==> src/rtl/mb_add_ctrl_pkg.sv <==
// rtl/mb_add_ctrl_pkg.sv - shared state encoding, byte width and index sizing for mb_add_ctrl
package mb_add_ctrl_pkg;

    localparam int BYTE_W = 8;

    typedef enum logic [1:0] {
        S_IDLE   = 2'd0,
        S_ADD_AB = 2'd1,
        S_ADD_C  = 2'd2,
        S_DONE   = 2'd3
    } state_t;

    // A single-byte operand still needs a 1-bit index register.
    function automatic int idx_width(input int words);
        return (words > 1) ? $clog2(words) : 1;
    endfunction

endpackage

==> src/rtl/mb_add_ctrl_if.sv <==
// rtl/mb_add_ctrl_if.sv - start/busy/done request and result bundle for mb_add_ctrl
interface mb_add_ctrl_if #(
    parameter int WORDS = 4
);
    import mb_add_ctrl_pkg::*;

    localparam int W = BYTE_W * WORDS;

    logic         start;
    logic [W-1:0] op_a;
    logic [W-1:0] op_b;
    logic         busy;
    logic         done;
    logic [W-1:0] sum;
    logic         cout;

    modport master (
        output start, op_a, op_b,
        input  busy, done, sum, cout
    );

    modport slave (
        input  start, op_a, op_b,
        output busy, done, sum, cout
    );

endinterface

==> src/rtl/mb_add_ctrl_adder.sv <==
// rtl/mb_add_ctrl_adder.sv - 8-bit ripple adder (no carry-in) built from half and full adders
module half_adder (
    input  logic a,
    input  logic b,
    output logic s,
    output logic c
);
    assign s = a ^ b;
    assign c = a & b;
endmodule

module full_adder (
    input  logic a,
    input  logic b,
    input  logic cin,
    output logic s,
    output logic cout
);
    logic s0;
    logic c0;
    logic c1;

    half_adder u_ha0 (.a(a),  .b(b),   .s(s0), .c(c0));
    half_adder u_ha1 (.a(s0), .b(cin), .s(s),  .c(c1));

    assign cout = c0 | c1;
endmodule

module adder_8bits (
    input  logic [7:0] a,
    input  logic [7:0] b,
    output logic [7:0] sum,
    output logic       cout
);
    logic [7:0] c;

    half_adder u_ha (.a(a[0]), .b(b[0]), .s(sum[0]), .c(c[0]));

    for (genvar i = 1; i < 8; i++) begin : g_fa
        full_adder u_fa (
            .a    (a[i]),
            .b    (b[i]),
            .cin  (c[i-1]),
            .s    (sum[i]),
            .cout (c[i])
        );
    end

    assign cout = c[7];
endmodule

==> src/rtl/mb_add_ctrl.sv <==
// rtl/mb_add_ctrl.sv - multi-byte adder sequencer time-sharing one adder_8bits, two passes per byte LSB first
module mb_add_ctrl
    import mb_add_ctrl_pkg::*;
#(
    parameter int WORDS = 4
) (
    input  logic          clk,
    input  logic          rst_n,
    mb_add_ctrl_if.slave  bus
);

    localparam int W     = BYTE_W * WORDS;
    localparam int IDX_W = idx_width(WORDS);
    localparam logic [IDX_W-1:0] LAST_IDX = IDX_W'(WORDS - 1);

    state_t              state;
    logic [W-1:0]        a_reg;
    logic [W-1:0]        b_reg;
    logic [W-1:0]        sum_r;
    logic [IDX_W-1:0]    idx;
    logic                carry;
    logic                c1;
    logic [BYTE_W-1:0]   partial;
    logic                busy_r;
    logic                done_r;
    logic                cout_r;

    logic [BYTE_W-1:0]   add_a;
    logic [BYTE_W-1:0]   add_b;
    logic [BYTE_W-1:0]   add_s;
    logic                add_co;

    // Pass 1 feeds the operand bytes, pass 2 folds in the inter-byte carry.
    always_comb begin
        add_a = '0;
        add_b = '0;
        case (state)
            S_ADD_AB: begin
                add_a = a_reg[idx*BYTE_W +: BYTE_W];
                add_b = b_reg[idx*BYTE_W +: BYTE_W];
            end
            S_ADD_C: begin
                add_a = partial;
                add_b = {{(BYTE_W-1){1'b0}}, carry};
            end
            default: begin
                add_a = '0;
                add_b = '0;
            end
        endcase
    end

    adder_8bits u_adder (
        .a    (add_a),
        .b    (add_b),
        .sum  (add_s),
        .cout (add_co)
    );

    always_ff @(posedge clk) begin
        if (!rst_n) begin
            state   <= S_IDLE;
            a_reg   <= '0;
            b_reg   <= '0;
            sum_r   <= '0;
            idx     <= '0;
            carry   <= 1'b0;
            c1      <= 1'b0;
            partial <= '0;
            busy_r  <= 1'b0;
            done_r  <= 1'b0;
            cout_r  <= 1'b0;
        end else begin
            case (state)
                S_IDLE: begin
                    if (bus.start) begin
                        a_reg  <= bus.op_a;
                        b_reg  <= bus.op_b;
                        idx    <= '0;
                        carry  <= 1'b0;
                        busy_r <= 1'b1;
                        state  <= S_ADD_AB;
                    end
                end
                S_ADD_AB: begin
                    partial <= add_s;
                    c1      <= add_co;
                    state   <= S_ADD_C;
                end
                S_ADD_C: begin
                    // c1 and add_co cannot both be set: a 0xFF partial never carries in pass 1.
                    sum_r[idx*BYTE_W +: BYTE_W] <= add_s;
                    carry <= c1 | add_co;
                    if (idx == LAST_IDX) begin
                        cout_r <= c1 | add_co;
                        done_r <= 1'b1;
                        state  <= S_DONE;
                    end else begin
                        idx   <= idx + 1'b1;
                        state <= S_ADD_AB;
                    end
                end
                S_DONE: begin
                    done_r <= 1'b0;
                    busy_r <= 1'b0;
                    state  <= S_IDLE;
                end
                default: state <= S_IDLE;
            endcase
        end
    end

    assign bus.busy = busy_r;
    assign bus.done = done_r;
    assign bus.sum  = sum_r;
    assign bus.cout = cout_r;

endmodule

==> src/flat_wrapper.sv <==
// flat-port wrapper written by rule: the top's interface ports become plain ports
module mb_add_ctrl_flat import mb_add_ctrl_pkg::*;
#(
    parameter int WORDS = 4
)
  (clk, rst_n, bus_start, bus_op_a, bus_op_b, bus_busy, bus_done, bus_sum, bus_cout);
  mb_add_ctrl_if #(.WORDS(WORDS)) bus_i ();
  input  logic clk;
  input  logic rst_n;
  input wire logic [$bits(bus_i.start)-1:0] bus_start;
  input wire logic [$bits(bus_i.op_a)-1:0] bus_op_a;
  input wire logic [$bits(bus_i.op_b)-1:0] bus_op_b;
  output wire logic [$bits(bus_i.busy)-1:0] bus_busy;
  output wire logic [$bits(bus_i.done)-1:0] bus_done;
  output wire logic [$bits(bus_i.sum)-1:0] bus_sum;
  output wire logic [$bits(bus_i.cout)-1:0] bus_cout;
  assign bus_i.start = bus_start;
  assign bus_i.op_a = bus_op_a;
  assign bus_i.op_b = bus_op_b;
  assign bus_busy = bus_i.busy;
  assign bus_done = bus_i.done;
  assign bus_sum = bus_i.sum;
  assign bus_cout = bus_i.cout;
  mb_add_ctrl #(.WORDS(WORDS)) u_core (.clk(clk), .rst_n(rst_n), .bus(bus_i));
endmodule
==> config.mk <==
export PLATFORM = sky130hd
export DESIGN_NAME = mb_add_ctrl_flat
export DESIGN_NICKNAME = d
export VERILOG_FILES = /design/src/rtl/mb_add_ctrl_pkg.sv /design/src/rtl/mb_add_ctrl_if.sv /design/src/rtl/mb_add_ctrl_adder.sv /design/src/rtl/mb_add_ctrl.sv /design/src/flat_wrapper.sv
export SDC_FILE = /design/constraint.sdc
export NUM_CORES = 1
export LEC_CHECK = 0
export BUFFER_PORTS_ARGS = -buffer_cell sky130_fd_sc_hd__buf_2
export CORE_MARGIN = 5
export CORE_UTILIZATION = 50
export DETAILED_ROUTE_END_ITERATION = 10
export PLACE_DENSITY = 0.77
export SYNTH_ARGS = -nofsm -noshare
export SYNTH_HDL_FRONTEND = slang
export SYNTH_SLANG_ARGS = --single-unit
==> constraint.sdc <==
create_clock -name clk -period 14.49 [get_ports clk]
set_clock_uncertainty 0.05 [all_clocks]
set_input_delay 0.7245 -clock clk [delete_from_list [all_inputs] [get_ports clk]]
set_output_delay 0.7245 -clock clk [all_outputs]
set_load 0.02 [all_outputs]
---- Word level (Yosys, flattened, before mapping) ----
Cells that the tools add are included.
word-level totals
  register bits ........................... 113
cells by class
  reduce and logical (&&, ||, !) cells .... 10
  bitwise logic cells ..................... 38
  mux-type cells .......................... 15
  shifts and indexed selects .............. 4
  eq/ne operators ......................... 7
  add/sub/neg operators ................... 2
operators with widths
  cell                     count
  $shiftx 32x6->8          2
  $neg 5->34               1
  $shift 8x34->32 const A  1
  $shiftx 8x34->32         1
  $bwmux 32                1
  $pmux 8 s2               2
  $and 1x1->1              15
  $xor 1x1->1              15
  $reduce_and 2->1         5
  $mux 2                   4
  $or 1x1->1               8
  $pmux 2 s4               1
  $eq 2x2->1 const B       3
  $pmux 1 s2               3
  $reduce_bool 2->1        3
  $ne 2x2->1 const B       2
  $pmux 2 s2               1
  $mux 1                   3
  $reduce_and 3->1         1
  $add 2x1->2 const B      1
  $eq 2x1->1 const B       1
  $logic_not 2->1          1
  $ne 2x1->1 const B       1

---- Longest topological paths before layout ----
Gate-level depths: netlist of the first run.
  depth after elaboration ................. 19
  gate-level depth with buffers ........... 16
  depth with buffers taken out ............ 14

---- Cells and area by module ----
A second synthesis of the first run with hierarchy kept.
unflattened totals
  cell total of the unflattened synthesis .. 558
  area total of the unflattened synthesis .. 5011.1 µm²
by module, submodules not included
  module       sequential area each (µm²)  cells each  area each (µm²)  times used
  mb_add_ctrl  2262.2                      536         4779.6           1
  half_adder   0.0                         1           12.5             15
  full_adder   0.0                         1           6.3              7

---- Worst setup path after synthesis of the first run ----
Ideal clock, no wire load.
  path kind ............................... reg2reg
  start ................................... register u_core.state[0]
  end ..................................... register u_core.sum_r[31], in the netlist u_core.bus.sum[31]
  required time ........................... 14.312 ns
  setup slack ............................. 9.684 ns
  arrival time ............................ 4.628 ns
  cell stages (with the launch flop) ...... 17
  cells stage by stage .................... dfxtp_1 -> inv_1 -> ha_1 -> buf_1 -> and2_1 -> clkbuf_1 -> a32o_1 -> ha_1 -> fa_1 -> fa_1 -> fa_1 -> fa_1 -> fa_1 -> fa_1 -> fa_1 -> a32oi_1 -> nor2_1
between the ends
  longest elaborated chain between the ends .. 18
ends and longest elaborated chain
  item                                               line                                            text
  from (decl)                                        mb_add_ctrl.sv:16                               state_t state;
  from (signal assigned)                             mb_add_ctrl.sv:62                               state <= S_IDLE;
  from (signal assigned)                             mb_add_ctrl.sv:82                               state <= S_ADD_AB;
  from (signal assigned)                             mb_add_ctrl.sv:88                               state <= S_ADD_C;
  $eq 2x2->1 / $eq 2x1->1 (equally long branches)    mb_add_ctrl.sv:37                               case (state)
  $pmux 8 s2                                         mb_add_ctrl.sv:37
  $xor 1x1->1 / $and 1x1->1 (equally long branches)  mb_add_ctrl_adder.sv:8, mb_add_ctrl_adder.sv:9
  $and 1x1->1                                        mb_add_ctrl_adder.sv:9                          assign c = a & b;
  $or 1x1->1                                         mb_add_ctrl_adder.sv:26                         assign cout = c0 | c1;
  $and 1x1->1                                        mb_add_ctrl_adder.sv:9
  $or 1x1->1                                         mb_add_ctrl_adder.sv:26
  $and 1x1->1                                        mb_add_ctrl_adder.sv:9
  [... 3 more ...]                                   --
  $and 1x1->1                                        mb_add_ctrl_adder.sv:9
  $or 1x1->1                                         mb_add_ctrl_adder.sv:26
  $and 1x1->1                                        mb_add_ctrl_adder.sv:9
  $or 1x1->1                                         mb_add_ctrl_adder.sv:26
  $xor 1x1->1 *                                      mb_add_ctrl_adder.sv:8                          assign s = a ^ b;
  net u_core.u_adder.g_fa[7].u_fa.s                  mb_add_ctrl_adder.sv:16                         output logic s,
  $shiftx 8x34->32 *                                 mb_add_ctrl.sv:92                               sum_r[idx*BYTE_W +: BYTE_W] <= add_s;
  $bwmux 32 *                                        mb_add_ctrl.sv:92
  to (signal, indexed assignment)                    mb_add_ctrl.sv:92
  to (decl)                                          mb_add_ctrl.sv:19                               logic [W-1:0] sum_r;
The timed path passes the listed nets; every way through them passes the cells marked *.
A chain may end at the register's enable or synchronous reset.

---- Worst setup path after layout of the first run ----
Same ends and word-level chain as after synthesis.

==> results.toml, run 1 <==
[run_status]
outcome = "complete, no violations"

[timing]
layout_setup_ws_ps = 9190
setup_viol = 0
drv_slew = 0
holdWs_ps = 398
period_share = 0.366
hold_viol_final = 0
slew-limit-headroom = 0.190
tightestPinTransition_ps = 1200
totalNegativeSetupSlack_ps = 0
min_period_ps = 5300
max_clock_freq_mhz = 189
rsz0062_at_grt = "false"

[critical_path]
rr_endpoint = "u_core.bus.sum[31]$_SDFFE_PN0P_"
rrSetupSlack_ps = 9190
path_depth = 14
cpMaxStageDelayCell = "fa_1"
arrival_ps = 5610
r2r_start = "u_core.state[0]$_SDFFE_PN0P_"
crit_chain = "inv_1, ha_1, and2_1, a32o_1, ha_1, fa_1, fa_1, fa_1, fa_1, fa_1, fa_1, fa_1, a32oi_1, nor2_1"
cp-endpoint = "u_core.bus.sum[31]$_SDFFE_PN0P_"
critPathKind = "register to register"
critPathMaxFanout = 17
critPathRequiredTime_ps = 14800
reg2reg_depth = 14
setup.worst_path.end_class = "register"
startpoint_type = "register"
critPathBufInv = 1
max_stage_delay_ps = 540
crit_path_frequent_cell = "fa_1"
crit_family = "adder cells"
cp-startpoint = "u_core.state[0]$_SDFFE_PN0P_"

[power]
leakage_nw = 2.47
sequentialPowerShare = 0.375
vdd_drop_max_mv = 0.0723
power_density_nw_per_um2 = 155
total_power_uw = 926
switching_share = 0.257
power.share.clock = 0.482
comb_power_share = 0.143
switching_power_uw = 238
intPower_uw = 688

[final_layout]
finish.instance_area_sq_um = 5960
utilization = 0.639
area_growth_pct = 23.4
final_nets = 696
n_antenna_cell = 0
fin_cells = 753
drive_above_1_share = 0.248
most-common-layout-cells = "nand2_1 (141), dfxtp_1 (113), buf_2 (101), a21oi_1 (76), nor2_1 (38)"
final_common_cell = "nand2_1"

[clocking]
cts_made_buffers = 17
clk_pin_slew_ps = 60
cts_tree = "done"
root_buffer = "clkbuf_8"
cts_hold_buf = 0
clkSinkCount = 113
ctsResizeCount = 0
cts_buffer_depth = 2
cts_htree_levels = 4
cts_setup_buffers = 0
clkLatencyLatePin_ps = 520

[placed_design]
dp_hpwl_mm = 8.06
gp_congestion = 0.808
io_buffers = 101
placed_cell_area_sq_um = 5310
dp_cells = 722
pre_cts_slack_ps = 9310

[die]
io_pins = 102
die_w_um = 108
initial_core_util = 0.518
die-area_sq_um = 11700
rows = 35
coreArea_sq_um = 9330
dieHeight_um = 108

[synthesis]
synth_edf_count = 0
ys_ff_latch = 113
synthCells = 536
yosysWarningCount = 0
synthFlopType = "dfxtp_1"
synth_top_cell_by_area = "dfxtp_1"
netlist.area_leader.share = 0.469
syn-cell-area_sq_um = 4830
ys_seq_area_frac = 0.469
ys_top_cells_by_area = "dfxtp_1 (47%), nand2_1 (11%), a21oi_1 (7.9%)"
synthDistinctLibCells = 34
syn_avg_cell_area_sq_um = 9.01
synth_fp_nets = 620
synth-async-reset-ratio = 0

[min_path]
holdPathStages = 3
hold_path_class = "input port to register"
min_from = "bus_op_a[10]"

[drt]
via_per_inst = 5.54
ant_nets = 0
dr_total_vias = 4175
route.layer.met1.wl_mm = 5.34
dr.pass1.iters = 5
wire_per_inst_um = 16.1
top_layer = "met4"
drt_wl_total_mm = 12.1
wl_met3_um = 795
drtIter0Drc = 216
drc_errors = 0
wl_met2_mm = 5.81

[global_routing]
groute.usage.overall = 0.214
grt_max_degree = 96
grt_pass1_vias = 4028
grt_pass1_wl_mm = 19.6
grt_overflow = 0
antenna_found_initial = 0

[run]
max_cap_viol_count = 0
how the worst min path moves through the flow:
stage / to / slack, ps
after floorplan: u_core.a_reg[16]$_SDFFE_PN0P_ / 380
after global placement: u_core.b_reg[21]$_SDFFE_PN0P_ / 390
after detailed placement: u_core.b_reg[11]$_SDFFE_PN0P_ / 400
after CTS: u_core.a_reg[10]$_SDFFE_PN0P_ / 380
after global routing: u_core.b_reg[18]$_SDFFE_PN0P_ / 390
final: u_core.a_reg[10]$_SDFFE_PN0P_ / 400
routing by layer:
| layer | vias up | global-route usage |
|---|---|---|
| li1 | 2010 | - |
| met4 | 0 | 0.0757 |
| met2 | 141 | 0.345 |
| met5 | - | 0 |
| met1 | 2007 | 0.278 |
| met3 | 17 | 0.0579 |
layout make-up:
cell class | instances | area, sq um
fillers | 757 | 3370
multi-input cells | 371 | 2340
flip-flops and latches | 113 | 2260
repair buffers | 104 | 528
clock buffers | 23 | 497
well taps | 129 | 161
clock inverters | 8 | 149
inverters | 5 | 18.8
worst min-delay path: stages:
cell and delay, ps:
buf_2 90, nand2_1 40, a21oi_1 50
power by group through the flow:
stage               Combinational (mW)  Clock, mW  Sequential (mW)
global route                     0.146      0.468            0.350
CTS                              0.131      0.450            0.347
detailed placement               0.130          0            0.353
finish                           0.132      0.446            0.347
global placement                 0.126          0            0.352
floorplan                        0.101          0            0.350
logic make-up after synthesis:
kind of cell               after synthesis  share of synthesized area
DFF                                    113                      0.469
muxes                                   26                     0.0956
AOI/OAI and AO/OA                      119                      0.155
and+or+nand+nor                        209                      0.179
buffers and inverters                   52                     0.0469
adders and majority gates               17                     0.0549
cells in the mapped netlist (5+ instances only):
library cell / instances
clkbuf_1: 26
nor2_1: 38
a32oi_1: 16
a21oi_1: 76
ha_1: 10
fa_1: 7
inv_1: 5
dfxtp_1: 113
nand4_1: 8
mux2i_1: 9
a32o_1: 9
a22oi_1: 9
nand2_1: 142
buf_2: 14
mux4_2: 16
and3_1: 7
Power figures use the tool's default switching activity.
==> inputs of run 2 (changes only) <==
--- a/config.mk
+++ b/config.mk
@@ -5,11 +5,12 @@
 export SDC_FILE = /design/constraint.sdc
 export NUM_CORES = 1
 export LEC_CHECK = 0
+export ABC_AREA = 1
 export BUFFER_PORTS_ARGS = -buffer_cell sky130_fd_sc_hd__buf_2
 export CORE_MARGIN = 5
 export CORE_UTILIZATION = 50
 export DETAILED_ROUTE_END_ITERATION = 10
-export PLACE_DENSITY = 0.77
+export PLACE_DENSITY = 0.79
 export SYNTH_ARGS = -nofsm -noshare
 export SYNTH_HDL_FRONTEND = slang
 export SYNTH_SLANG_ARGS = --single-unit
==> constraint.sdc (replaced) <==
create_clock -name clk -period 4.3 [get_ports clk]
set_clock_uncertainty 0.05 [all_clocks]
set_input_delay 0.215 -clock clk [delete_from_list [all_inputs] [get_ports clk]]
set_output_delay 0.215 -clock clk [all_outputs]
set_load 0.02 [all_outputs]
==> run 2 against run 1 <==
  * Final cell count rose by 34%
  * Critical endpoint is now u_core.bus.sum[15]$_SDFFE_PN0P_
  * First-iteration DRC count grew 93%
  * Cell area increased by 18%
  * Combinational power grew to 3.8 times the previous value
  * Maximum frequency increased by 24%
  * Register-to-register slack got worse by 9200 ps
  * Core utilization increased by 5.1 points
  * Die area is 5.6% higher
  * Area after synthesis up 6.2%
  * Flip-flop and latch count is the same
  * Routed wire length rose by 19%
  * Sequential power increased to 3.5 times the previous value
==> results.toml, run 2 <==
[run_status]
outcome = "complete, no violations"

[critical_path]
startpoint_type = "register"
crit_chain = "inv_4, ha_4, nand2_8, inv_6, nand3_2, nand2_1, ha_2, fa_2, fa_2, fa_2, fa_2, fa_2, fa_2, fa_2, nand2_2, nor2_4, nand2_2, a21oi_2"
crit_family = "adder cells"
r2r_start = "u_core.state[0]$_SDFFE_PN0P_"
max_stage_delay_ps = 550
reg2reg_depth = 18
critPathRequiredTime_ps = 4690
critPathKind = "register to register"
arrival_ps = 4660
setup.worst_path.end_class = "register"
cpMaxStageDelayCell = "fa_2"
rr_endpoint = "u_core.bus.sum[15]$_SDFFE_PN0P_"
rrSetupSlack_ps = 30
critPathMaxFanout = 5
critPathBufInv = 2
crit_path_frequent_cell = "fa_2"

[global_routing]
grt_overflow = 0
groute.usage.overall = 0.234
grtUsageMet2 = 0.388
top_usage_layer = "met2"
grt_use_met3 = 0.0639
antenna_found_initial = 0
grt_max_degree = 74
grt_pass1_wl_mm = 23.7
groute.layer.met1.usage = 0.285
grt_pass1_vias = 5046

[min_path]
hold_path_class = "input port to register"
holdPathStages = 3
min_from = "rst_n"
holdPathEnd = "u_core.b_reg[5]$_SDFFE_PN0P_"

[synthesis]
ys_ff_latch = 113
synthFlopType = "dfxtp_1"
ys_top_cells_by_area = "dfxtp_1 (44%), nor2_1 (11%), nand2_1 (9.3%)"
synth_common_cells = "nor2_1 (157), nand2_1 (127), dfxtp_1 (113)"
yosysMostFrequentCell = "nor2_1"
ys_seq_area_frac = 0.441
synthCells = 693
netlist.area_leader.share = 0.441
synth-async-reset-ratio = 0
synth_mux_area_frac = 0
synth_compound_area_frac = 0.136
syn_avg_cell_area_sq_um = 7.40
synthSimpleGateAreaFrac = 0.293
syn-cell-area_sq_um = 5130
synthAdderAreaFrac = 0.0517
synth_top_cell_by_area = "dfxtp_1"
synthDistinctLibCells = 26
synth_edf_count = 0
synth_fp_nets = 777
synth-xor-area-share = 0
synth_top_family_by_area = "simple AND/OR/NAND/NOR gates"
yosysWarningCount = 0

[clocking]
clk_pin_slew_ps = 50
root_buffer = "clkbuf_8"
cts_htree_levels = 4
cts_buffer_depth = 2
cts_tree = "done"
cts_made_buffers = 17
clkLatencyLatePin_ps = 510
clkSinkCount = 113

[timing]
rsz0062_at_grt = "true"
tightestPinTransition_ps = 896
totalNegativeSetupSlack_ps = 0
setup_viol = 0
period_share = 0.994
min_period_ps = 4270
holdWs_ps = 253
hold_viol_final = 0
slew-limit-headroom = 0.403
drv_slew = 0
max_clock_freq_mhz = 234

[run]
max_cap_viol_count = 0

[final_layout]
final_common_cell = "nor2_1"
drive_above_1_share = 0.225
most-common-layout-cells = "nor2_1 (157), nand2_1 (123), dfxtp_1 (111), buf_2 (101), dlygate4sd3_1 (65)"
fillCellCount = 784
final_nets = 944
utilization = 0.690
area_growth_pct = 36.9
regArea_sq_um = 2270
n_antenna_cell = 0
finish.instance_area_sq_um = 7020
multi_input_area_sq_um = 2550

[drt]
dr_total_vias = 5216
wire_per_inst_um = 14.3
drt_wl_total_mm = 14.4
via_per_inst = 5.18
ant_nets = 0
drc_errors = 0
dr.pass1.iters = 6
drtIter0Drc = 416

[power]
leakage_nw = 3.06
power_density_nw_per_um2 = 439
vdd_drop_max_mv = 0.236

[placed_design]
dp_hpwl_mm = 9.29
gp_congestion = 0.983
io_buffers = 101
placed_cell_area_sq_um = 5700

[die]
coreArea_sq_um = 10200
dieHeight_um = 111
die_w_um = 111
die-area_sq_um = 12400
io_pins = 102
rows = 37
initial_core_util = 0.504
run 2: changes by cell type after synthesis, moves of 15 or more:
cell,before,now
nor2_1,38,157
o21ai_0,0,51
nand3_1,0,41
o21ai_1,0,32
clkbuf_1,26,3
a21oi_1,76,55
a32oi_1,16,0
mux4_2,16,0
nand2_1,142,127
run 2: worst min-delay path, stage by stage:
cell,delay [ps]
buf_2,330
o21ai_1,170
nor2_1,40
run 2: area by class of cell:
| type | count | share of cell area |
|---|---|---|
| clock inverters | 5 | 0.0107 |
| repair buffers | 190 | 0.190 |
| flip-flops and latches | 113 | 0.323 |
| well taps | 136 | 0.0242 |
| inverters | 26 | 0.0160 |
| multi-input cells | 512 | 0.364 |
| clock buffers | 25 | 0.0718 |
run 2: worst max-delay path by stage:
stage                                            start  cells after the start                               to  slack [ps]
after CTS                 u_core.state[0]$_SDFFE_PN0P_                     18  u_core.bus.sum[15]$_SDFFE_PN0P_          10
final                     u_core.state[0]$_SDFFE_PN0P_                     18  u_core.bus.sum[15]$_SDFFE_PN0P_          30
after detailed placement  u_core.state[1]$_SDFFE_PN0P_                     18  u_core.bus.sum[31]$_SDFFE_PN0P_         -30
after floorplan           u_core.state[0]$_SDFFE_PN0P_                     19  u_core.bus.sum[15]$_SDFFE_PN0P_           6
after global routing      u_core.state[1]$_SDFFE_PN0P_                     18  u_core.bus.sum[31]$_SDFFE_PN0P_         -80
after global placement    u_core.state[1]$_SDFFE_PN0P_                     18  u_core.bus.sum[15]$_SDFFE_PN0P_          50
run 2: stage by stage:
stage,power [mW],setup WS (ps),std cells
finish,3.08,27.4,1007
detailed placement,1.65,-32.3,907
global route,3.22,-76.9,1007
CTS,3.07,11.1,1003
floorplan,1.56,6.02,693
global placement,1.64,52.2,907
run 2: layer usage:
layer	vias to the layer above	routed length, um
met5	-	0
met4	0	415
met3	46	883
met2	203	6890
met1	2381	6170
li1	2586	-
run 2: kinds of logic (layout without fill, tap and decap cells):
kind of cell | Yosys count | after routing
AND/OR/NAND/NOR | 356 | 356
AO/OA/AOI/OAI | 139 | 139
flip-flops | 113 | 113
buffers and inverters | 68 | 246
adder cells (fa/ha/maj) | 17 | 17
run 2: timing repair:
action / 4_1_cts / 5_1_grt
hold endpoints to repair: 65 / 0
pin swaps: 1 / 3
hold buffers: 65 / 0
resized for setup: 5 / 11
endpoints found under the setup margin: 3 / 7
setup buffers: 1 / 4
run 2: power by group:
part / total, mW / internal [mW] / switching [mW]
logic: 0.503 / 0.208 / 0.295
registers: 1.21 / 1.15 / 0.0568
clock network: 1.37 / 0.907 / 0.463
total: 3.08 / 2.27 / 0.815
==> inputs of run 3 (changes only) <==
--- a/config.mk
+++ b/config.mk
@@ -11,6 +11,8 @@
 export CORE_UTILIZATION = 50
 export DETAILED_ROUTE_END_ITERATION = 10
 export PLACE_DENSITY = 0.79
+export RECOVER_POWER = 25
+export SLEW_MARGIN = 20
 export SYNTH_ARGS = -nofsm -noshare
 export SYNTH_HDL_FRONTEND = slang
 export SYNTH_SLANG_ARGS = --single-unit
==> run 3 against run 2 <==
  * Non-clock buffer count is the same
  * Sequential share of layout area grew 0.20 points
  * Cell area shrank 0.62%
  * Hold slack lost 1.7 ps
  * Core utilization shrank 0.43 points
  * Final cell count is the same
  * Sequential power is essentially flat
  * Total power is essentially flat
  * Die area is the same
  * Flip-flop and latch count is the same
  * First-iteration DRC count shrank 2.4%
  * Highest routed layer unchanged
==> results.toml, run 3 (synthesis gave the netlist of run 2 again) <==
[global_routing]
groute.usage.overall = 0.234
antenna_found_initial = 0
grt_max_degree = 74
grt_pass1_wl_mm = 23.7
grt_overflow = 0
grt_pass1_vias = 5046

[die]
die-area_sq_um = 12400
rows = 37
io_pins = 102
dieHeight_um = 111
coreArea_sq_um = 10200
die_w_um = 111
initial_core_util = 0.504

[drt]
dr.pass1.iters = 5
dr_total_vias = 5206
drc_errors = 0
drtIter0Drc = 406
drt_wl_total_mm = 14.4
wire_per_inst_um = 14.3
via_per_inst = 5.17
ant_nets = 0

[critical_path]
cpMaxStageDelayCell = "fa_2"
r2r_start = "u_core.state[1]$_SDFFE_PN0P_"
startpoint_type = "register"
max_stage_delay_ps = 550
critPathKind = "register to register"
critPathRequiredTime_ps = 4690
crit_path_frequent_cell = "fa_2"
arrival_ps = 4650
setup.worst_path.end_class = "register"
crit_chain = "inv_6, ha_4, nand2_8, inv_6, nand3_2, nand2_1, ha_2, fa_2, fa_2, fa_2, fa_2, fa_2, fa_2, fa_2, nand2_2, nor2_4, nand2_2, a21oi_2"
critPathMaxFanout = 5
cp-startpoint = "u_core.state[1]$_SDFFE_PN0P_"

[clocking]
cts_buffer_depth = 2
cts_htree_levels = 4
clkLatencyLatePin_ps = 510
root_buffer = "clkbuf_8"
clkSinkCount = 113
cts_tree = "done"
cts_made_buffers = 17
clk_pin_slew_ps = 50

[timing]
slew-limit-headroom = 0.402
max_clock_freq_mhz = 235
rsz0062_at_grt = "true"
setup_viol = 0
period_share = 0.991
hold_viol_final = 0
totalNegativeSetupSlack_ps = 0
min_period_ps = 4260
tightestPinTransition_ps = 897
drv_slew = 0

[final_layout]
final_common_cell = "nor2_1"
final_nets = 944
area_growth_pct = 36.1
fillCellCount = 800
n_antenna_cell = 0
drive_above_1_share = 0.185
most-common-layout-cells = "nor2_1 (157), nand2_1 (123), dfxtp_1 (111), buf_2 (66), dlygate4sd3_1 (65)"

[power]
power_density_nw_per_um2 = 441
switching_share = 0.265
total_power_mw = 3.08
vdd_drop_max_mv = 0.236
switching_power_uw = 815
sequentialPowerShare = 0.392
power.share.clock = 0.445
comb_power_share = 0.163
intPower_mw = 2.26
leakage_nw = 2.90

[placed_design]
dp_hpwl_mm = 9.29
gp_congestion = 0.983
io_buffers = 101

[run_status]
outcome = "complete, no violations"

[min_path]
hold_path_class = "input port to register"
min_from = "rst_n"

[run]
max_cap_viol_count = 0
==> run 3: changes by cell type in the layout (fill, tap and decap cells not counted), sizes merged <==
| cell | previous run | this run |
|---|---|---|
| buf | 125 | 90 |
| clkbuf | 25 | 60 |
==> run 3: repair_timing <==
| action | 4_1_cts | 5_1_grt |
|---|---|---|
| hold buffers | 65 | 0 |
| buffers inserted | 1 | 4 |
| pin swaps | 1 | 3 |
| endpoints found under the setup margin | 3 | 7 |
| gates resized for setup | 5 | 11 |
| endpoints found under the hold margin | 65 | 0 |
==> run 3: routing by layer <==
layer | track usage | vias to the layer above | routed length [um] | part of all wire
met5 | 0 | - | 0 | 0
met1 | 0.285 | 2377 | 6160 | 0.43
met2 | 0.388 | 205 | 6910 | 0.48
li1 | - | 2584 | - | -
met4 | 0.101 | 0 | 379 | 0.026
met3 | 0.0639 | 40 | 943 | 0.066
==> run 3: path summary, 6_finish.rpt <==
kind                                                   endpoint  slack [ps]  cells past startpoint
worst max-delay path            u_core.bus.sum[15]$_SDFFE_PN0P_          40                     18
worst min-delay path               u_core.b_reg[5]$_SDFFE_PN0P_         250                      3
worst max register to register  u_core.bus.sum[15]$_SDFFE_PN0P_          40                     18
worst min register to register    u_core.b_reg[15]$_SDFFE_PN0P_         400                      2
==> run 3: power by group through the flow <==
stage               clock, mW  sequential, mW  combinational, mW
detailed placement          0            1.22              0.428
global route             1.43            1.21              0.570
floorplan                   0            1.21              0.351
global placement            0            1.22              0.415
CTS                      1.38            1.20              0.479
finish                   1.37            1.21              0.502
==> run 3: worst max-delay path: cells and delay by family, from the launching register on <==
family	cells	cell delay [ps]
simple gates	6	480
compound gates	1	130
buf+inv	2	90
flops	1	390
fa+ha+maj	9	3060
==> run 3: cell type report <==
class | instances | area, sq um | share of cell area
multi-input combinational | 512 | 2550 | 0.366
sequential | 113 | 2270 | 0.325
timing repair buffer | 190 | 1290 | 0.185
clock buffer | 25 | 504 | 0.0722
tap | 136 | 170 | 0.0244
inverter | 26 | 113 | 0.0161
clock inverter | 5 | 75.1 | 0.0108
==> run 3: through the flow <==
stage	hold WS, ps	worst slack, ps	instance area [sq um]	util	std cells
after CTS	240	11.1	6950	0.682	1003
after floorplan	310	6.02	5190	-	693
after global routing	294	-76.9	6980	0.685	1007
after detailed placement	397	-32.3	5700	0.559	907
after global placement	392	52.2	5700	0.559	907
final	251	40.3	6980	0.685	1007
